$ cat src/rtl/cache_arb_pkg.sv
// Shared types for the I/D-cache to L2 request scheduler.
package cache_arb_pkg;

    localparam int unsigned DEF_S_OFFSET = 5;
    localparam int unsigned DEF_S_LINE   = 8 * (2 ** DEF_S_OFFSET);

    typedef enum logic [1:0] {IDLE, BUSY_I, BUSY_D} arb_state_t;
    typedef enum logic {REQ_I, REQ_D} req_id_t;
    typedef logic [DEF_S_LINE-1:0] line_t;

endpackage

$ cat src/rtl/cache_req_scheduler_if.sv
// L1 request/response and L2 port signals of the cache request scheduler.
interface cache_req_scheduler_if #(
    parameter int unsigned S_LINE = 256
);
    logic              i_read;
    logic              i_write;
    logic [31:0]       i_address;
    logic [S_LINE-1:0] i_wdata;
    logic              i_resp;
    logic [S_LINE-1:0] i_rdata;

    logic              d_read;
    logic              d_write;
    logic [31:0]       d_address;
    logic [S_LINE-1:0] d_wdata;
    logic              d_resp;
    logic [S_LINE-1:0] d_rdata;

    logic              l2_read;
    logic              l2_write;
    logic [31:0]       l2_address;
    logic [S_LINE-1:0] l2_wdata;
    logic              l2_resp;
    logic [S_LINE-1:0] l2_rdata;

    // Scheduler side
    modport slave (
        input  i_read, i_write, i_address, i_wdata,
        input  d_read, d_write, d_address, d_wdata,
        input  l2_resp, l2_rdata,
        output i_resp, i_rdata, d_resp, d_rdata,
        output l2_read, l2_write, l2_address, l2_wdata
    );

    // Environment side (L1 caches and L2)
    modport master (
        output i_read, i_write, i_address, i_wdata,
        output d_read, d_write, d_address, d_wdata,
        output l2_resp, l2_rdata,
        input  i_resp, i_rdata, d_resp, d_rdata,
        input  l2_read, l2_write, l2_address, l2_wdata
    );

endinterface

$ cat src/rtl/arb_perf_cnt.sv
// Saturating event counter used for the scheduler performance statistics.
module arb_perf_cnt #(
    parameter int unsigned CNT_W = 32
) (
    input  logic             clk,
    input  logic             rst_n,
    input  logic             inc,
    output logic [CNT_W-1:0] count
);
    logic [CNT_W-1:0] count_q, count_d;

    always_comb begin
        count_d = count_q;
        if (inc && (count_q != '1)) begin
            count_d = count_q + CNT_W'(1);
        end
    end

    always_ff @(posedge clk or negedge rst_n) begin
        if (!rst_n) begin
            count_q <= '0;
        end else begin
            count_q <= count_d;
        end
    end

    assign count = count_q;

endmodule

$ cat src/rtl/cache_req_scheduler.sv
// Registered round-robin scheduler sharing one L2 port between I-cache and D-cache misses.
// Optional perf counters are built only when ARB_PERF_CNT_EN is defined.
module cache_req_scheduler
    import cache_arb_pkg::*;
#(
    parameter int unsigned S_OFFSET = DEF_S_OFFSET,
    parameter int unsigned CNT_W    = 32
) (
    input  logic                 clk,
    input  logic                 rst_n,
    cache_req_scheduler_if.slave bus,
    output logic [CNT_W-1:0]     perf_i_grants,
    output logic [CNT_W-1:0]     perf_d_grants,
    output logic [CNT_W-1:0]     perf_stall
);
    localparam int unsigned S_LINE = 8 * (2 ** S_OFFSET);

    arb_state_t        state_q, state_d;
    logic              last_d_q, last_d_d;
    logic              rd_q, rd_d;
    logic              wr_q, wr_d;
    logic [31:0]       addr_q, addr_d;
    logic [S_LINE-1:0] wdata_q, wdata_d;

    req_id_t gnt_id;
    logic    i_pend, d_pend;
    logic    i_done, d_done;

    assign i_pend = bus.i_read | bus.i_write;
    assign d_pend = bus.d_read | bus.d_write;

    always_comb begin
        // D wins a tie unless it was served last
        gnt_id   = (d_pend && (!i_pend || !last_d_q)) ? REQ_D : REQ_I;
        state_d  = state_q;
        last_d_d = last_d_q;
        rd_d     = rd_q;
        wr_d     = wr_q;
        addr_d   = addr_q;
        wdata_d  = wdata_q;
        i_done   = 1'b0;
        d_done   = 1'b0;

        unique case (state_q)
            IDLE: begin
                if (i_pend || d_pend) begin
                    if (gnt_id == REQ_D) begin
                        state_d = BUSY_D;
                        rd_d    = bus.d_read;
                        wr_d    = bus.d_write;
                        addr_d  = bus.d_address;
                        wdata_d = bus.d_wdata;
                    end else begin
                        state_d = BUSY_I;
                        rd_d    = bus.i_read;
                        wr_d    = bus.i_write;
                        addr_d  = bus.i_address;
                        wdata_d = bus.i_wdata;
                    end
                end
            end
            BUSY_I: begin
                if (bus.l2_resp) begin
                    i_done   = 1'b1;
                    state_d  = IDLE;
                    rd_d     = 1'b0;
                    wr_d     = 1'b0;
                    last_d_d = 1'b0;
                end
            end
            BUSY_D: begin
                if (bus.l2_resp) begin
                    d_done   = 1'b1;
                    state_d  = IDLE;
                    rd_d     = 1'b0;
                    wr_d     = 1'b0;
                    last_d_d = 1'b1;
                end
            end
            default: state_d = IDLE;
        endcase
    end

    always_ff @(posedge clk or negedge rst_n) begin
        if (!rst_n) begin
            state_q  <= IDLE;
            last_d_q <= 1'b0;
            rd_q     <= 1'b0;
            wr_q     <= 1'b0;
            addr_q   <= '0;
            wdata_q  <= '0;
        end else begin
            state_q  <= state_d;
            last_d_q <= last_d_d;
            rd_q     <= rd_d;
            wr_q     <= wr_d;
            addr_q   <= addr_d;
            wdata_q  <= wdata_d;
        end
    end

    assign bus.l2_read    = rd_q;
    assign bus.l2_write   = wr_q;
    assign bus.l2_address = addr_q;
    assign bus.l2_wdata   = wdata_q;

    // Read data is broadcast; only the granted side sees a resp strobe
    assign bus.i_resp  = i_done;
    assign bus.d_resp  = d_done;
    assign bus.i_rdata = bus.l2_rdata;
    assign bus.d_rdata = bus.l2_rdata;

`ifdef ARB_PERF_CNT_EN
    logic stall_inc;
    assign stall_inc = i_pend & d_pend & (state_q != IDLE);

    arb_perf_cnt #(.CNT_W(CNT_W)) u_cnt_i (
        .clk   (clk),
        .rst_n (rst_n),
        .inc   (i_done),
        .count (perf_i_grants)
    );

    arb_perf_cnt #(.CNT_W(CNT_W)) u_cnt_d (
        .clk   (clk),
        .rst_n (rst_n),
        .inc   (d_done),
        .count (perf_d_grants)
    );

    arb_perf_cnt #(.CNT_W(CNT_W)) u_cnt_stall (
        .clk   (clk),
        .rst_n (rst_n),
        .inc   (stall_inc),
        .count (perf_stall)
    );
`else
    assign perf_i_grants = '0;
    assign perf_d_grants = '0;
    assign perf_stall    = '0;
`endif

endmodule

$ cat src/flat_wrapper.sv
// flat-port wrapper written by rule: the top's interface ports become plain ports
module cache_req_scheduler_flat import cache_arb_pkg::*;
#(
    parameter int unsigned S_OFFSET = DEF_S_OFFSET,
    parameter int unsigned CNT_W    = 32
)
  (clk, rst_n, perf_i_grants, perf_d_grants, perf_stall, bus_i_read, bus_i_write, bus_i_address, bus_i_wdata, bus_d_read, bus_d_write, bus_d_address, bus_d_wdata, bus_l2_resp, bus_l2_rdata, bus_i_resp, bus_i_rdata, bus_d_resp, bus_d_rdata, bus_l2_read, bus_l2_write, bus_l2_address, bus_l2_wdata);
  cache_req_scheduler_if #(.S_LINE((256))) bus_i ();
  input  logic clk;
  input  logic rst_n;
  output logic [CNT_W-1:0] perf_i_grants;
  output logic [CNT_W-1:0] perf_d_grants;
  output logic [CNT_W-1:0] perf_stall;
  input wire logic [$bits(bus_i.i_read)-1:0] bus_i_read;
  input wire logic [$bits(bus_i.i_write)-1:0] bus_i_write;
  input wire logic [$bits(bus_i.i_address)-1:0] bus_i_address;
  input wire logic [$bits(bus_i.i_wdata)-1:0] bus_i_wdata;
  input wire logic [$bits(bus_i.d_read)-1:0] bus_d_read;
  input wire logic [$bits(bus_i.d_write)-1:0] bus_d_write;
  input wire logic [$bits(bus_i.d_address)-1:0] bus_d_address;
  input wire logic [$bits(bus_i.d_wdata)-1:0] bus_d_wdata;
  input wire logic [$bits(bus_i.l2_resp)-1:0] bus_l2_resp;
  input wire logic [$bits(bus_i.l2_rdata)-1:0] bus_l2_rdata;
  output wire logic [$bits(bus_i.i_resp)-1:0] bus_i_resp;
  output wire logic [$bits(bus_i.i_rdata)-1:0] bus_i_rdata;
  output wire logic [$bits(bus_i.d_resp)-1:0] bus_d_resp;
  output wire logic [$bits(bus_i.d_rdata)-1:0] bus_d_rdata;
  output wire logic [$bits(bus_i.l2_read)-1:0] bus_l2_read;
  output wire logic [$bits(bus_i.l2_write)-1:0] bus_l2_write;
  output wire logic [$bits(bus_i.l2_address)-1:0] bus_l2_address;
  output wire logic [$bits(bus_i.l2_wdata)-1:0] bus_l2_wdata;
  assign bus_i.i_read = bus_i_read;
  assign bus_i.i_write = bus_i_write;
  assign bus_i.i_address = bus_i_address;
  assign bus_i.i_wdata = bus_i_wdata;
  assign bus_i.d_read = bus_d_read;
  assign bus_i.d_write = bus_d_write;
  assign bus_i.d_address = bus_d_address;
  assign bus_i.d_wdata = bus_d_wdata;
  assign bus_i.l2_resp = bus_l2_resp;
  assign bus_i.l2_rdata = bus_l2_rdata;
  assign bus_i_resp = bus_i.i_resp;
  assign bus_i_rdata = bus_i.i_rdata;
  assign bus_d_resp = bus_i.d_resp;
  assign bus_d_rdata = bus_i.d_rdata;
  assign bus_l2_read = bus_i.l2_read;
  assign bus_l2_write = bus_i.l2_write;
  assign bus_l2_address = bus_i.l2_address;
  assign bus_l2_wdata = bus_i.l2_wdata;
  cache_req_scheduler #(.S_OFFSET(S_OFFSET), .CNT_W(CNT_W)) u_core (.clk(clk), .rst_n(rst_n), .bus(bus_i), .perf_i_grants(perf_i_grants), .perf_d_grants(perf_d_grants), .perf_stall(perf_stall));
endmodule
$ cat config.mk
export PLATFORM = sky130hd
export DESIGN_NAME = cache_req_scheduler_flat
export DESIGN_NICKNAME = d
export VERILOG_FILES = /design/src/rtl/cache_arb_pkg.sv /design/src/rtl/cache_req_scheduler_if.sv /design/src/rtl/arb_perf_cnt.sv /design/src/rtl/cache_req_scheduler.sv /design/src/flat_wrapper.sv
export SDC_FILE = /design/constraint.sdc
export NUM_CORES = 1
export LEC_CHECK = 0
export CORE_AREA = 2 2 686 688
export DETAILED_ROUTE_END_ITERATION = 7
export DIE_AREA = 0 0 688 690
export SLEW_MARGIN = 20
export SYNTH_ARGS = -nofsm -noshare
export SYNTH_HDL_FRONTEND = slang
export SYNTH_SLANG_ARGS = --single-unit
$ cat constraint.sdc
create_clock -name clk -period 1.9 [get_ports clk]
set_input_delay 0.57 -clock clk [delete_from_list [all_inputs] [get_ports clk]]
set_output_delay 0.57 -clock clk [all_outputs]
set_load 0.05 [all_outputs]
==> out/results.ini <==
[status]
outcome=finished, violations left
violations=setup timing

[sta]
worst_pin_slew_ps=531
period_needed_ps=2270
final_hold_viol_count=0
fin_skew_ps=76.5
fmax_mhz=441
rsz0062_at_grt=true
timing.final.ws_setup_ps=-369
maxSlewViolCount=0
setup_violations=264
period_share_pct=119
slew_headroom_pct=64.2

[die]
die_w_um=688
top_level_ports=1739
die_area_sq_um=475000
core-area_sq_um=467000
die_y_um=690
rows=251
start_util_pct=4.03

[setup_path]
worst_setup_path_start_kind=flop
slowest_delay_ps=420
cp.arrival_ps=1700
critical_path_class=reg -> out
end_kind=primary output
slowest_stage=dfrtp_1
cp_num_buf_inv=3
path_cells=inv_2 -> ha_2 -> nand2_4 -> inv_4 -> buf_12
critPathTopFamily=flip-flops
path_max_fanout=2
worstPathRequired_ps=1330

[synth]
syn_inst=2283
synthTopCellsByArea=dfrtp_1, buf_4, a31oi_1, nand3_1, o21ai_0
synth_top_flop_cell=dfrtp_1
synth_cell_type_count=31
synth_top_area_cell=dfrtp_1
synth_area_per_cell_sq_um=8.24
synthAdderAreaFrac_pct=0.200
synth-edff-count=0
yosysWarningCount=0
yosys_register_bits=293
synthMuxAreaShare_pct=0.0532
syn_area_sq_um=18800
yosysSeqAreaShare_pct=39.0
synth_top_family_by_area=buffers and inverters
synth_compound_gate_area_share_pct=17.8
ys_async_sr_fraction_pct=100
synthDominantCellAreaShare_pct=39.0
synthSimpleGateAreaFrac_pct=13.8
synthXorXnorAreaFrac_pct=0

[global_route]
busiest_layer=met2
use_met2_pct=20.9
grt.met1_usage_pct=11.2
track_usage_pct=13.3
grt_start_max_net_pins=68
grt_pass1_vias=19200
antenna_found_initial=157
grt_pass1_wl_mm=372
use_met3_pct=14.4
gr-total-overflow=0

[cts]
cts_sinks=293
clockRootBuffer=clkbuf_16
numCtsBuffers=46
max-clock-path-buffers=3
cts_tree=yes
clk_latency_ps=730
clk_pin_slew_worst_paths_ps=60
htree_levels=2

[final_layout]
nets=3667
layout_commonest_cell=clkdlybuf4s50_1
layout_common_cells=clkdlybuf4s50_1, buf_12, nand3_1, a31oi_1, nor2_1
drive_above_1_share_pct=27.5
final_cells=9096
final_util_pct=8.29
area_growth_pct=106

[routing]
antenna_left=0
wl_per_cell_um=36.8
routed_wl_mm=334
first_pass_iters=6
drtIter0Drc=1806
drc=0
dr_total_vias=21200
viasPerCell=2.33

[hold_path]
hold_class=in -> async

[placed_design]
dp_cells=8796
place_congestion=0.821
io_buffers=874
hpwl_mm=301

[run]
maxCapViolations=0

[power]
p_per_area_nw_per_um2=2020
leakage_nw=13.3
ir_drop_mv=0.798

==> cells in the mapped netlist, types with 3 or more instances <==
cell / instances
o22ai_1: 3
nand3_1: 288
o21ai_1: 13
o21ai_0: 277
buf_4: 615
ha_1: 3
nor2_1: 290
buf_2: 86
a31oi_1: 288
inv_1: 6
buf_6: 7
clkbuf_1: 84
dfrtp_1: 293
nand2_1: 3
buf_1: 8
a21oi_1: 3
==> layer usage <==
metal  vias to the layer above  wire length (um)
met5                         -              1380
met4                       112             10500
met1                      9872             97600
li1                       8360                 -
met2                      2310            147000
met3                       525             77900
==> flip-flops by register name, indices dropped and copies added (netlist names) <==
register	flops
u_core.last_d_q	1
u_core.bus.l2_write	1
u_core.bus.l2_address	32
u_core.bus.l2_wdata	256
u_core.bus.l2_read	1
u_core.state_q	2
==> where the power goes <==
part           leakage [nW]  switching (mW)  internal (mW)
Sequential             3.28            4.20           9.69
Combinational          9.26            33.4           21.1
Clock                 0.808            4.06           5.74
==> through the flow <==
step	setup WS (ps)	setup TNS [ps]	hold WS (ps)	total power, mW	area [sq um]
after floorplan	104	0	274	34.0	19200
after global placement	-1040	-209260	499	62.9	34400
after detailed placement	-1040	-213360	467	63.1	34400
after CTS	-498	-25630	243	76.1	37200
after global routing	-490	-47500	290	82.2	38600
final	-369	-14070	324	78.3	38700
==> cell type report <==
class	count	area (sq um)
Inverter	6	25.0
Tap cell	6198	7750
Antenna cell	37	92.6
Clock inverter	28	408
Sequential cell	293	7410
Multi-Input combinational cell	1278	6490
Fill cell	54300	428000
Timing Repair Buffer	1200	15300
Clock buffer	56	1230
==> worst reg2reg max path, stage by stage, from the launching register on <==
cell and delay (ps):
dfrtp_1 390, inv_2 90, buf_4 110, buf_6 90, ha_4 130, o41a_4 220
buf_12 190, buf_12 140, clkbuf_16 180, clkbuf_16 180, nor2_1 50, a31oi_1 170
==> cell families after synthesis <==
family | after synthesis
flip-flops | 293
multiplexers | 1
AND/OR/NAND/NOR | 588
adder cells (fa/ha/maj) | 3
other | 1
AO/OA/AOI/OAI | 590
buffers and inverters | 807
==> path summary, 6_finish.rpt <==
check | start | endpoint | slack (ps) | cells after the start
max | u_core.state_q[1] | bus_i_resp | -370 | 5
min | rst_n | u_core.bus.l2_wdata[143] | 320 | 2
max reg2reg | u_core.state_q[0] | u_core.bus.l2_wdata[144] | -150 | 11
min reg2reg | u_core.bus.l2_wdata[104] | u_core.bus.l2_wdata[104] | 570 | 2
max in group asynchronous | rst_n | u_core.bus.l2_wdata[196] | 730 | 4
min in group clk | bus_i_address[15] | u_core.bus.l2_address[15] | 410 | 3
==> timing repair <==
item,4_1_cts,5_1_grt
gates cloned,6,37
setup endpoints to repair,355,365
hold buffers,1,0
buffers inserted,82,54
endpoints found under the hold margin,11,0
pin swaps,0,0
gates resized for setup,113,72
Note: power is estimated with default switching activity, not from simulation.
